==> src/rtl/vga_pkg.sv <==
// Shared VGA timing definitions: mode tables, polarity constants, total helper.
package vga_pkg;

   localparam bit POL_LOW  = 1'b0;
   localparam bit POL_HIGH = 1'b1;

   typedef enum logic {MODE_640X480, MODE_800X600} vga_mode_e;

   typedef struct packed {
      int h_active;
      int h_fp;
      int h_sync;
      int h_bp;
      int v_active;
      int v_fp;
      int v_sync;
      int v_bp;
      bit hs_pol;
      bit vs_pol;
   } vga_timing_t;

   // Standard 60 Hz mode timings.
   function automatic vga_timing_t mode_cfg(vga_mode_e m);
      vga_timing_t t;
      if (m == MODE_800X600) begin
         t = '{h_active: 800, h_fp: 40, h_sync: 128, h_bp: 88,
               v_active: 600, v_fp: 1, v_sync: 4, v_bp: 23,
               hs_pol: POL_HIGH, vs_pol: POL_HIGH};
      end else begin
         t = '{h_active: 640, h_fp: 16, h_sync: 96, h_bp: 48,
               v_active: 480, v_fp: 10, v_sync: 2, v_bp: 33,
               hs_pol: POL_LOW, vs_pol: POL_LOW};
      end
      return t;
   endfunction

   // Total count of one axis (pixels per line or lines per frame).
   function automatic int axis_total(int active, int fp, int sync, int bp);
      return active + fp + sync + bp;
   endfunction

   localparam vga_timing_t MODE_DEF = mode_cfg(MODE_640X480);

endpackage

==> src/rtl/vga_timing_gen_if.sv <==
// Per-axis counter bundle: the counter owns count/decode, the parent owns advance/clear.
interface vga_timing_gen_if #(parameter int CNT_W = 10);
   logic             adv;
   logic             clr;
   logic [CNT_W-1:0] cnt;
   logic             wrap;
   logic             sync;
   logic             act;

   modport master (input adv, clr, output cnt, wrap, sync, act);
   modport slave  (output adv, clr, input cnt, wrap, sync, act);
endinterface

==> src/rtl/vga_axis_counter.sv <==
// One timing axis: wrapping counter plus active and sync window decode.
// The sync output already carries the pin level (polarity applied here).
module vga_axis_counter
   import vga_pkg::*;
#(
   parameter int ACTIVE = MODE_DEF.h_active,
   parameter int FP     = MODE_DEF.h_fp,
   parameter int SYNC   = MODE_DEF.h_sync,
   parameter int BP     = MODE_DEF.h_bp,
   parameter bit POL    = POL_LOW,
   parameter int CNT_W  = 10
) (
   input logic               clk,
   input logic               rst_n,
   vga_timing_gen_if.master  ax
);

   localparam int TOTAL = axis_total(ACTIVE, FP, SYNC, BP);

   // One extra bit so window ends equal to 2^CNT_W do not alias to zero.
   localparam logic [CNT_W:0] LAST    = (CNT_W+1)'(TOTAL - 1);
   localparam logic [CNT_W:0] ACT_END = (CNT_W+1)'(ACTIVE);
   localparam logic [CNT_W:0] SYNC_LO = (CNT_W+1)'(ACTIVE + FP);
   localparam logic [CNT_W:0] SYNC_HI = (CNT_W+1)'(ACTIVE + FP + SYNC);

   logic [CNT_W:0] cnt_x;

   assign cnt_x   = {1'b0, ax.cnt};
   assign ax.wrap = (cnt_x == LAST);
   assign ax.act  = (cnt_x < ACT_END);
   assign ax.sync = ((cnt_x >= SYNC_LO) && (cnt_x < SYNC_HI)) ? POL : ~POL;

   // Count on advance, wrap at TOTAL-1, clear wins over advance.
   always_ff @(posedge clk or negedge rst_n) begin
      if (!rst_n)      ax.cnt <= '0;
      else if (ax.clr) ax.cnt <= '0;
      else if (ax.adv) ax.cnt <= ax.wrap ? '0 : ax.cnt + 1'b1;
   end

endmodule

==> src/rtl/vga_timing_gen.sv <==
// Parametrised VGA timing generator: column/row counters, line/frame pulses,
// and HS/VS/active outputs delayed OUT_DLY+1 pixel strobes.
module vga_timing_gen
   import vga_pkg::*;
#(
   parameter int H_ACTIVE = MODE_DEF.h_active,
   parameter int H_FP     = MODE_DEF.h_fp,
   parameter int H_SYNC   = MODE_DEF.h_sync,
   parameter int H_BP     = MODE_DEF.h_bp,
   parameter int V_ACTIVE = MODE_DEF.v_active,
   parameter int V_FP     = MODE_DEF.v_fp,
   parameter int V_SYNC   = MODE_DEF.v_sync,
   parameter int V_BP     = MODE_DEF.v_bp,
   parameter bit HS_POL   = MODE_DEF.hs_pol,
   parameter bit VS_POL   = MODE_DEF.vs_pol,
   parameter int CNT_W    = 10,
   parameter int OUT_DLY  = 2
) (
   input  logic             CLK,
   input  logic             i_Rst_n,
   input  logic             i_En,
   input  logic             i_Pix_En,
   output logic [CNT_W-1:0] o_Col,
   output logic [CNT_W-1:0] o_Row,
   output logic             o_Line_Start,
   output logic             o_Frame_Start,
   output logic             o_HS,
   output logic             o_VS,
   output logic             o_Active
);

   localparam int H_TOTAL = axis_total(H_ACTIVE, H_FP, H_SYNC, H_BP);
   localparam int V_TOTAL = axis_total(V_ACTIVE, V_FP, V_SYNC, V_BP);

   localparam logic [OUT_DLY:0] HS_IDLE = {(OUT_DLY+1){~HS_POL}};
   localparam logic [OUT_DLY:0] VS_IDLE = {(OUT_DLY+1){~VS_POL}};

   if (H_SYNC <= 0 || V_SYNC <= 0) begin : g_bad_sync
      $fatal(1, "vga_timing_gen: H_SYNC and V_SYNC must be > 0");
   end
   if ((2**CNT_W) < H_TOTAL || (2**CNT_W) < V_TOTAL) begin : g_bad_cnt_w
      $fatal(1, "vga_timing_gen: CNT_W too small for H_TOTAL/V_TOTAL");
   end
   if (OUT_DLY < 0 || OUT_DLY > 7) begin : g_bad_dly
      $fatal(1, "vga_timing_gen: OUT_DLY must be 0..7");
   end

   vga_timing_gen_if #(.CNT_W(CNT_W)) h_ax ();
   vga_timing_gen_if #(.CNT_W(CNT_W)) v_ax ();

   logic             pix_go;
   logic             run;
   logic [OUT_DLY:0] hs_pipe;
   logic [OUT_DLY:0] vs_pipe;
   logic [OUT_DLY:0] vld_pipe;

   assign pix_go   = i_En & i_Pix_En;
   assign h_ax.adv = pix_go;
   assign h_ax.clr = ~i_En;
   assign v_ax.adv = pix_go & h_ax.wrap;
   assign v_ax.clr = ~i_En;

   vga_axis_counter #(
      .ACTIVE(H_ACTIVE), .FP(H_FP), .SYNC(H_SYNC), .BP(H_BP),
      .POL(HS_POL), .CNT_W(CNT_W)
   ) u_h_cnt (
      .clk(CLK), .rst_n(i_Rst_n), .ax(h_ax)
   );

   vga_axis_counter #(
      .ACTIVE(V_ACTIVE), .FP(V_FP), .SYNC(V_SYNC), .BP(V_BP),
      .POL(VS_POL), .CNT_W(CNT_W)
   ) u_v_cnt (
      .clk(CLK), .rst_n(i_Rst_n), .ax(v_ax)
   );

   // Set after the first advance so the (0,0) seen right after reset or
   // re-enable does not produce a start pulse.
   always_ff @(posedge CLK or negedge i_Rst_n) begin
      if (!i_Rst_n)      run <= 1'b0;
      else if (!i_En)    run <= 1'b0;
      else if (i_Pix_En) run <= 1'b1;
   end

   assign o_Line_Start  = run & pix_go & (h_ax.cnt == '0);
   assign o_Frame_Start = o_Line_Start & (v_ax.cnt == '0);

   // Decode register plus OUT_DLY stages, all advancing on the pixel strobe.
   always_ff @(posedge CLK or negedge i_Rst_n) begin
      if (!i_Rst_n) begin
         hs_pipe  <= HS_IDLE;
         vs_pipe  <= VS_IDLE;
         vld_pipe <= '0;
      end else if (!i_En) begin
         hs_pipe  <= HS_IDLE;
         vs_pipe  <= VS_IDLE;
         vld_pipe <= '0;
      end else if (i_Pix_En) begin
         hs_pipe[0]  <= h_ax.sync;
         vs_pipe[0]  <= v_ax.sync;
         vld_pipe[0] <= h_ax.act & v_ax.act;
         for (int i = 1; i <= OUT_DLY; i++) begin
            hs_pipe[i]  <= hs_pipe[i-1];
            vs_pipe[i]  <= vs_pipe[i-1];
            vld_pipe[i] <= vld_pipe[i-1];
         end
      end
   end

   assign o_Col    = h_ax.cnt;
   assign o_Row    = v_ax.cnt;
   assign o_HS     = hs_pipe[OUT_DLY];
   assign o_VS     = vs_pipe[OUT_DLY];
   assign o_Active = vld_pipe[OUT_DLY];

endmodule
==> config.mk <==
export PLATFORM = sky130hd
export DESIGN_NAME = vga_timing_gen
export DESIGN_NICKNAME = d
export VERILOG_FILES = /design/src/rtl/vga_pkg.sv /design/src/rtl/vga_timing_gen_if.sv /design/src/rtl/vga_axis_counter.sv /design/src/rtl/vga_timing_gen.sv
export SDC_FILE = /design/constraint.sdc
export NUM_CORES = 1
export LEC_CHECK = 0
export ABC_CLOCK_PERIOD_IN_PS = 3100
export BUFFER_PORTS_ARGS = -buffer_cell sky130_fd_sc_hd__buf_2
export CORE_ASPECT_RATIO = 0.8
export CORE_MARGIN = 4
export CORE_UTILIZATION = 59
export CTS_CLUSTER_DIAMETER = 80
export CTS_CLUSTER_SIZE = 25
export DETAILED_ROUTE_END_ITERATION = 8
export GPL_ROUTABILITY_DRIVEN = 0
export HOLD_SLACK_MARGIN = 0.06
export PLACE_DENSITY = 0.83
export SYNTH_ARGS = -nofsm -noshare
export SYNTH_HDL_FRONTEND = slang
export SYNTH_SLANG_ARGS = --single-unit
==> constraint.sdc <==
create_clock -name CLK -period 3.1 [get_ports CLK]
set_input_delay 0.93 -clock CLK [delete_from_list [all_inputs] [get_ports CLK]]
set_output_delay 0.93 -clock CLK [all_outputs]
set_load 0.02 [all_outputs]
* After elaboration in Yosys (flattened, before gate mapping) *
Index checks and enable logic that the tools add are counted.

word-level totals
  bits in registers = 30
  input port bits = 4
  output and inout port bits = 25
  logic and storage cells = 45

cells by class
  add/sub/neg operators = 2
  magnitude comparators = 6
  eq/ne operators = 5
  muxes and demuxes = 16
  bitwise logic cells = 6
  reductions and logical operators = 4

operators with widths
  cell                                                                                  number
  10-bit 2-to-1 mux                                                                     6
  10-bit by 1-bit adder with 10-bit output, second input constant                       2
  10-bit == test, second input constant                                                 2
  10-bit zero test                                                                      2
  10-bit < comparator, second input constant                                            2
  10-bit by 9-bit < comparator with 1-bit output, second input constant                 2
  3-bit 2-to-1 mux                                                                      6
  10-bit greater-or-equal comparator, second input constant                             1
  10-bit by 9-bit greater-or-equal comparator with 1-bit output, second input constant  1
  1-bit AND                                                                             6
  2-bit by 1-bit inequality test with 1-bit output, second input constant               3
  1-bit 2-to-1 mux                                                                      4
  1-bit logical AND                                                                     2

* Logic depth before layout (Yosys ltp) *
Gate-level depths: netlist of run 1.

  word-level depth = 5
  gate-level depth with buffers = 7
  gate-level depth less buffers = 6

* Modules after synthesis *
A second synthesis of run 1 with hierarchy kept.

unflattened totals
  cell total of the unflattened synthesis = 168
  area, all modules = 1655.3 µm²

modules (own cells, without submodules)
  module                      instances  cells each  area an instance (µm²)  sequential area each (µm²)
  vga_axis_counter (u_h_cnt)  1          65          590.6                   250.2
  vga_axis_counter (u_v_cnt)  1          59          584.3                   250.2
  vga_timing_gen              1          44          480.5                   257.7

* Least setup slack after synthesis of run 1 *
Ideal clock, no wire load.

  kind = input to output
  from = in i_En
  to = out o_Frame_Start
  arrival time = 2.388 ns
  required time = 2.170 ns
  slack = -0.218 ns
  stages = 4
  buffers on the path = 1
  path through = buf_4 > nand2_1 > nor4_1 > and4_1

between the ends
  word-level cells in the longest chain between the ends = 4

RTL lines
  item                     line                  text
  start: declaration       vga_timing_gen.sv:21  input logic i_En,
  1-bit AND                vga_timing_gen.sv:57  assign pix_go = i_En & i_Pix_En;
  1-bit AND (2 in series)  vga_timing_gen.sv:85  assign o_Line_Start = run & pix_go & (h_ax.cnt == '0);
  net o_Line_Start         vga_timing_gen.sv:25  output logic o_Line_Start,
  1-bit AND                vga_timing_gen.sv:86  assign o_Frame_Start = o_Line_Start & (v_ax.cnt == '0);
  end: declaration         vga_timing_gen.sv:26  output logic o_Frame_Start,

The timed path passes the listed nets, and every way through them passes these cells.

* Worst setup path in the final report of run 1 *
  from = reg u_h_cnt.ax.cnt[7]
  to = out o_Frame_Start

between the ends
  word-level cells in the longest chain between the ends = 3

RTL lines
  item                      line                     text
  start: declaration        vga_timing_gen_if.sv:10  modport master (input adv, clr, output cnt, wrap, sync, act);
  start signal: assignment  vga_axis_counter.sv:37   else if (ax.adv) ax.cnt <= ax.wrap ? '0 : ax.cnt + 1'b1;
  10-bit zero test          vga_timing_gen.sv:85
  1-bit AND                 vga_timing_gen.sv:85
  1-bit AND                 vga_timing_gen.sv:86

No other way between the ends.

==> results of run 1 <==
per-layer routing:
| metal | vias up | GRT usage, % |
|---|---|---|
| met5 | - | 0 |
| met3 | 10 | 7.88 |
| met1 | 727 | 31.3 |
| li1 | 702 | - |
| met2 | 62 | 32.7 |
| met4 | 0 | 8.78 |
layout make-up:
cell class / count / area (um^2) / area share, %
clock buffers: 5 / 37.5 / 1.98
clock inverters: 2 / 10.0 / 0.527
inverters: 9 / 33.8 / 1.78
multi-input cells: 124 / 850 / 44.7
flip-flops and latches: 30 / 758 / 39.9
well taps: 38 / 47.5 / 2.50
repair buffers: 31 / 163 / 8.56
sequential cells by signal (all words and copies together) (netlist names):
signal / flops
hs_pipe: 3
run: 1
u_h_cnt.ax.cnt: 10
u_v_cnt.ax.cnt: 10
vld_pipe: 3
vs_pipe: 3
Yosys cell counts (all sizes together) (2+ instances only):
cell type  count  area (um^2)
a21oi          5         25.0
nor3           3         15.0
o21ai          9         45.0
inv            9         33.8
xnor2          4         35.0
mux2i          7         70.1
ha             4         50.1
nand3         11         55.1
or3            2         12.5
clkbuf         5         18.8
dfstp          6          158
nor4           7         73.8
nand2b         2         12.5
dfrtp         24          601
and3           5         31.3
nor2b          4         25.0
a32oi          2         17.5
buf            5         41.3
and4           3         26.3
a31oi          7         43.8
nand2         18         67.6
and2           2         12.5
nand4          5         31.3
o31ai          2         15.0
nand3b         2         15.0
nor2           4         15.0
through the flow:
step | util [%] | hold WS (ps) | total power [mW] | cells
2_1_floorplan | - | 452 | 0.441 | 173
3_3_place_gp | 67.5 | 478 | 0.461 | 232
3_5_place_dp | 67.5 | 483 | 0.464 | 232
4_1_cts | 69.2 | 508 | 0.676 | 239
5_1_grt | 69.2 | 532 | 0.703 | 239
6_report | 69.2 | 511 | 0.673 | 239
kinds of logic (layout without fill, tap and decap cells):
kind of cell | after synthesis | count (layout) | synth area share, %
flip-flops | 30 | 30 | 44.7
multiplexers | 8 | 8 | 4.80
adder cells (fa/ha/maj) | 4 | 4 | 2.95
AND/OR/NAND/NOR | 70 | 70 | 24.1
buffers and inverters | 19 | 47 | 5.53
XOR/XNOR | 5 | 5 | 2.58
AO/OA/AOI/OAI | 37 | 37 | 15.3
path summary, 6_finish.rpt:
kind                                        start                 to  slack, ps  cells past startpoint
min in group asynchronous                 i_Rst_n  u_h_cnt.ax.cnt[4]        590                      1
worst min-delay path                          run                run        510                      1
worst min register to register                run                run        510                      1
worst max-delay path            u_h_cnt.ax.cnt[7]      o_Frame_Start         80                      4
max in group asynchronous                 i_Rst_n  u_h_cnt.ax.cnt[8]       2080                      1
worst max register to register  u_h_cnt.ax.cnt[0]  u_h_cnt.ax.cnt[8]        920                      5
report_power, final:
group	leakage, nW	internal (mW)	switching, mW	total [mW]
Combinational	0.421	0.0181	0.0367	0.0548
Sequential	0.394	0.396	0.00524	0.401
Clock	0.0308	0.0812	0.136	0.217
==> impl_metrics.toml, run 1 <==
[floorplan]
coreArea_um2 = 2740
die_w_um = 67.9
start_util_pct = 61.8
rows = 17
die_h_um = 55.9
dieArea_um2 = 3800
num_io_pins = 29

[logic_synthesis]
seq_area_frac_synth_pct = 44.7
synthArstFlopShare_pct = 100
syn_avg_cell_area_um2 = 9.80
synth_ff_type = "dfrtp_1"
ys_ff_latch = 30
synth_edf_count = 0
netlist_instances = 173
synth_area_um2 = 1700
ys_types = 45
syn_nets = 181
yosys_warnings = 0

[timing]
finalSetupTns_ps = 0
rsz0062_at_grt = "no"
layout_setup_ws_ps = 75.7
clock.fmax_ghz = 0.331
finalSetupViolCount = 0
slew_headroom_pct = 57.7
final_max_slew_viol_count = 0
period_minus_slack_ps = 3020
hold_viol = 0
fin_crit_sh_pct = 97.6
worst_pin_slew_ps = 635
finClkSkew_ps = 18.9

[worst_setup_path]
slowest_delay_ps = 560
path_class = "flip-flop to output pin"
cp-start-kind = "flip-flop"
cp_max_fo = 8
path_cells = "or3_1 > nor4_2 > and4_1 > buf_2"
arrival_ps = 2090
end_kind = "output pin"
cpLargestDelayFamily = "simple AND/OR/NAND/NOR gates"
cp.buffers_inverters = 1
cpMaxStageDelayCell = "or3_1"
crit_required_ps = 2170

[clocking]
cts_buffers = 5
clockBufferDepth = 2
clkSinkCount = 30
clk_latency_ps = 350
cts.htree.levels = 2
hold_buffers = 0
clockRootBuffer = "clkbuf_4"
cts_resized = 0
path_clk_slew_ps = 100
tritoncts = "built"
cts_setup_buffers = 0

[cells_and_area]
n_antenna_cell = 0
final_cell_mix = "28 x buf_2, 24 x dfrtp_1, 18 x nand2_1"
syn_to_final_growth_pct = 12.0
nNetsFinal = 209
design_area_um2 = 1900
n_fill_cell = 226
drive_above_1_share_pct = 24.4
final_common_cell = "buf_2"

[run]
max_cap_violations = 0

[drt]
wl_met2_um = 1870
dr.first_iter.drc_count = 133
viasPerCell = 6.28
drc_errors = 0
first_pass_iters = 5
vias = 1501
wire_per_inst_um = 16.8
met1_length_um = 1820
routed_wirelength_um = 4030
top_layer_used = "met4"
ant_nets = 0
dr_wl_met3_um = 265

[placement]
post_dp_cell_area_um2 = 1850
place_ws_ps = 482
io_buffers = 28
hpwl_um = 2840

[global_route]
grt.total_usage_pct = 22.8
antenna_found_initial = 0
gr-total-overflow = 0
grt_pass1_wl_um = 6440
grt_max_degree = 31
grt_pass1_vias = 1367

[status]
status = "complete, no violations"

[power_and_ir_drop]
peakVddDrop_mv = 0.307
p_leak_nw = 0.846
power_density_nw_per_um2 = 354

[hold_path]
hold_class = "flip-flop to flip-flop"
(Power assumes the default switching activity.)
==> inputs of run 2 (changes only) <==
ABC_CLOCK_PERIOD_IN_PS = 3250   (was 3100)
CORE_UTILIZATION = 55   (was 59)
PLACE_DENSITY = 0.78   (was 0.83)
clock period = 3.25 ns   (was 3.1 ns; I/O delays follow)
==> run 2 against run 1 <==
Compared with the run above: power grew 21%; critical path depth unchanged; worst setup slack improved by 180 ps; first-iteration DRC count is 29% higher; via count shrank 0.87%; clock skew decreased by 16 ps; sequential power fell by 4%; die area increased by 6.3%; combinational power is 4.9% lower; register-to-register slack better by 200 ps; clock power increased by 76%; flip-flop and latch count unchanged; critical path type unchanged.
==> impl_metrics.toml, run 2 (synthesis results as in run 1) <==
[clocking]
path_clk_slew_ps = 60
clkSinkCount = 30
hold_buffers = 0
clockRootBuffer = "clkbuf_8"
cts_setup_buffers = 0
cts_buffers = 5
cts_resized = 0
clockBufferDepth = 2
tritoncts = "built"
cts.htree.levels = 2
clk_latency_ps = 280

[global_route]
grt_max_degree = 31
grt.total_usage_pct = 22.1
grt_pass1_vias = 1400
antenna_found_initial = 0
gr-total-overflow = 0
grt_pass1_wl_um = 6940

[floorplan]
die_h_um = 57.7
num_io_pins = 29
dieArea_um2 = 4040
coreArea_um2 = 2850
die_w_um = 70.1
start_util_pct = 59.5
rows = 17

[status]
status = "complete, no violations"

[drt]
routed_wirelength_um = 4000
wire_per_inst_um = 16.8
first_pass_iters = 4
viasPerCell = 6.23
vias = 1488
ant_nets = 0
drc_errors = 0
dr.first_iter.drc_count = 171

[power_and_ir_drop]
power_density_nw_per_um2 = 416
p_leak_nw = 0.873
p_clk_share_pct = 46.7
peakVddDrop_mv = 0.326
combPwrFrac_pct = 6.4
p_seq_share_pct = 46.9
p_int_mw = 0.641
switching_share_pct = 21.6
p_sw_mw = 0.177

[cells_and_area]
n_antenna_cell = 0
drive_above_1_share_pct = 24.4
instances_no_fill = 239
largestRegisters = "u_h_cnt.ax.cnt x10, u_v_cnt.ax.cnt x10"
final_common_cell = "buf_2"
syn_to_final_growth_pct = 15.9
design_area_um2 = 1960
final_cell_mix = "28 x buf_2, 24 x dfrtp_1, 18 x nand2_1"
nNetsFinal = 209

[placement]
placed_cells = 232
post_dp_cell_area_um2 = 1850
io_buffers = 28
hpwl_um = 2820

[run]
max_cap_violations = 0

[hold_path]
hp-start = "hs_pipe[0]"
hold-path-endpoint = "hs_pipe[0]"
min_path_cells = 2
hold_class = "flip-flop to flip-flop"

[worst_setup_path]
r2r_slack_ps = 1120
arrival_ps = 2020
cp_max_fo = 8
path_class = "flip-flop to output pin"
r2r-end = "u_h_cnt.ax.cnt[8]"
reg2reg_from = "u_h_cnt.ax.cnt[0]"
end_kind = "output pin"
crit_required_ps = 2270
cp-start-kind = "flip-flop"
r2r_cells = 5

[timing]
final_max_slew_viol_count = 0
period_minus_slack_ps = 2990
hold_viol = 0
fin_crit_sh_pct = 92.0
hold_ws_ps = 500
finalSetupTns_ps = 0
rsz0062_at_grt = "no"
finClkSkew_ps = 3.11
finalSetupViolCount = 0
clock.fmax_ghz = 0.334
worst_pin_slew_ps = 646
slew_headroom_pct = 56.9
## run 2: cell count changes in the layout (fill, tap and decap cells not counted), sizes merged
cell / delta
clkbuf: +1
bufinv: +1
clkinv: -2
## run 2: cell type report
| type | count | area (um^2) |
|---|---|---|
| repair buffers | 31 | 163 |
| clock inverters | 1 | 30.0 |
| multi-input cells | 124 | 850 |
| inverters | 9 | 33.8 |
| well taps | 38 | 47.5 |
| clock buffers | 6 | 82.6 |
| flip-flops and latches | 30 | 758 |
| fillers | 228 | 886 |
## run 2: routing by layer
metal / vias up / share of wire, % / global-route usage (%)
met5: - / 0 / 0
met4: 0 / 0.85 / 6.28
met3: 5 / 7.2 / 7.80
met2: 68 / 45 / 33.2
met1: 711 / 47 / 30.6
li1: 704 / - / -
## run 2: power by group through the flow
stage | Sequential [mW] | Combinational (mW) | Clock [mW]
final | 0.383 | 0.0521 | 0.382
after global routing | 0.384 | 0.0588 | 0.414
after CTS | 0.383 | 0.0526 | 0.387
after detailed placement | 0.389 | 0.0526 | 0
after global placement | 0.389 | 0.0513 | 0
after floorplan | 0.392 | 0.0292 | 0
## run 2: worst max-delay path by stage
stage | from | end | slack, ps | depth (start not counted)
2_1_floorplan | i_En | o_Frame_Start | 120 | 4
3_3_place_gp | i_En | o_Frame_Start | 550 | 5
3_5_place_dp | i_En | o_Frame_Start | 540 | 5
4_1_cts | u_h_cnt.ax.cnt[7] | o_Frame_Start | 260 | 4
5_1_grt | u_h_cnt.ax.cnt[7] | o_Frame_Start | 160 | 4
6_report | u_h_cnt.ax.cnt[7] | o_Frame_Start | 260 | 4
## run 2: critical path, stage by stage, from the launching register on
cell     delay (ps)
dfrtp_1         460
or3_1           560
nor4_2          320
and4_1          230
buf_2           160
## run 2: stage by stage
| stage | setup slack [ps] | power, mW | utilization, % |
|---|---|---|---|
| after global routing | 162 | 0.857 | 68.9 |
| final | 260 | 0.817 | 68.9 |
| after CTS | 257 | 0.823 | 68.9 |
| after global placement | 551 | 0.441 | 65.0 |
| after floorplan | 123 | 0.421 | - |
| after detailed placement | 541 | 0.442 | 65.0 |
==> inputs of run 3 (changes only) <==
BUFFER_PORTS_ARGS = unset   (was -buffer_cell sky130_fd_sc_hd__buf_2)
CAP_MARGIN = 10   (was unset)
CORE_UTILIZATION = 62   (was 55)
DONT_BUFFER_PORTS = 1   (was unset)
PLACE_DENSITY = 0.87   (was 0.78)
==> run 3 against run 2 <==
Compared with the run above: first-iteration DRC count is 29% lower; critical path depth is 1 lower; combinational power is 42% lower; worst hold slack worse by 200 ps; critical path type unchanged.
==> impl_metrics.toml, run 3 (synthesis results as in run 1) <==
[timing]
finClkSkew_ps = 21.6
fin_crit_sh_pct = 94.8
finalSetupViolCount = 0
slew_headroom_pct = 65.5
worst_pin_slew_ps = 514
hold_ws_ps = 298
period_minus_slack_ps = 3080
final_max_slew_viol_count = 0
rsz0062_at_grt = "no"
hold_viol = 0
clock.fmax_ghz = 0.324
finalSetupTns_ps = 0

[drt]
dr.first_iter.drc_count = 121
dr_wl_met3_um = 380
ant_nets = 0
vias = 1374
drc_errors = 0
wire_per_inst_um = 17.7
met1_length_um = 1640
first_pass_iters = 4
wl_met2_um = 1630
routed_wirelength_um = 3710
top_layer_used = "met4"
viasPerCell = 6.54

[floorplan]
start_util_pct = 67.2
die_h_um = 54.8
die_w_um = 66.5
rows = 16
coreArea_um2 = 2520
num_io_pins = 29
dieArea_um2 = 3640

[global_route]
grt_pass1_vias = 1256
gr-total-overflow = 0
antenna_found_initial = 0
grt_max_degree = 31
grt.total_usage_pct = 22.6
grt_pass1_wl_um = 5970

[power_and_ir_drop]
p_leak_nw = 0.718
power_density_nw_per_um2 = 398
peakVddDrop_mv = 0.425

[clocking]
hold_buffers = 0
clockBufferDepth = 2
path_clk_slew_ps = 110
cts_setup_buffers = 0
cts_resized = 0
tritoncts = "built"
clockRootBuffer = "clkbuf_4"
cts.htree.levels = 2
cts_buffers = 5
clk_latency_ps = 350
clkSinkCount = 30

[hold_path]
hold_class = "input pin to async pin"

[cells_and_area]
nNetsFinal = 181
final_common_cell = "dfrtp_1"
n_antenna_cell = 0
largestRegisters = "u_h_cnt.ax.cnt x10, u_v_cnt.ax.cnt x10"
syn_to_final_growth_pct = 5.39
drive_above_1_share_pct = 12.6
final_cell_mix = "24 x dfrtp_1, 18 x nand2_1, 11 x nand3_1"

[worst_setup_path]
r2r_slack_ps = 950
end_kind = "output pin"
arrival_ps = 2110
cp-start-kind = "flip-flop"
reg2reg_from = "u_h_cnt.ax.cnt[0]"
r2r-end = "u_h_cnt.ax.cnt[8]"
path_class = "flip-flop to output pin"
cp_max_fo = 8
r2r_cells = 5
critPathLaunch = "u_h_cnt.ax.cnt[7]"
crit_required_ps = 2270
crit_end = "o_Frame_Start"

[placement]
hpwl_um = 2670
io_buffers = 0

[run]
max_cap_violations = 0

[status]
status = "complete, no violations"
run 3: cell types whose count changed in the layout (fill, tap and decap cells not counted), sizes merged:
cell | before | now
buf | 31 | 3
clkinv | 0 | 2
clkbuf | 6 | 5
run 3: worst max-delay path, stage by stage (launching register included):
cell and delay [ps]:
dfrtp_1 520, or3_1 580, nor4_2 310, and4_1 350
run 3: where the power goes:
part / internal, mW / switching (mW)
combinational: 0.0131 / 0.0170
sequential: 0.378 / 0.00830
clock: 0.159 / 0.136
total: 0.550 / 0.161
run 3: area by class of cell:
cell class | instances | area, um^2
fill | 182 | 736
clock buffer | 5 | 37.5
tap | 36 | 45.0
inverter | 9 | 33.8
multi-input combinational | 124 | 850
sequential | 30 | 758
timing repair buffer | 3 | 22.5
clock inverter | 3 | 40.0
run 3: per-stage QoR:
stage | cells | setup slack (ps) | utilization [%] | area, um^2 | power, mW
2_1_floorplan | 173 | 123 | - | 1700 | 0.421
6_report | 210 | 168 | 70.8 | 1790 | 0.711
3_3_place_gp | 202 | 545 | 67.8 | 1710 | 0.421
4_1_cts | 210 | 178 | 70.8 | 1790 | 0.713
3_5_place_dp | 202 | 549 | 67.8 | 1710 | 0.423
5_1_grt | 210 | 90.6 | 70.8 | 1790 | 0.727
run 3: worst min-delay path by stage:
| stage | depth (start not counted) | startpoint | to | slack [ps] |
|---|---|---|---|---|
| 2_1_floorplan | 1 | run | run | 450 |
| 3_3_place_gp | 1 | run | run | 460 |
| 3_5_place_dp | 1 | run | run | 480 |
| 4_1_cts | 0 | i_Rst_n | u_v_cnt.ax.cnt[9] | 300 |
| 5_1_grt | 0 | i_Rst_n | u_v_cnt.ax.cnt[9] | 300 |
| 6_report | 0 | i_Rst_n | u_v_cnt.ax.cnt[5] | 300 |
run 3: per-layer routing:
metal,track usage (%),up-vias
li1,-,643
met1,30.1,663
met2,33.1,59
met3,7.80,9
met4,11.1,0
met5,0,-
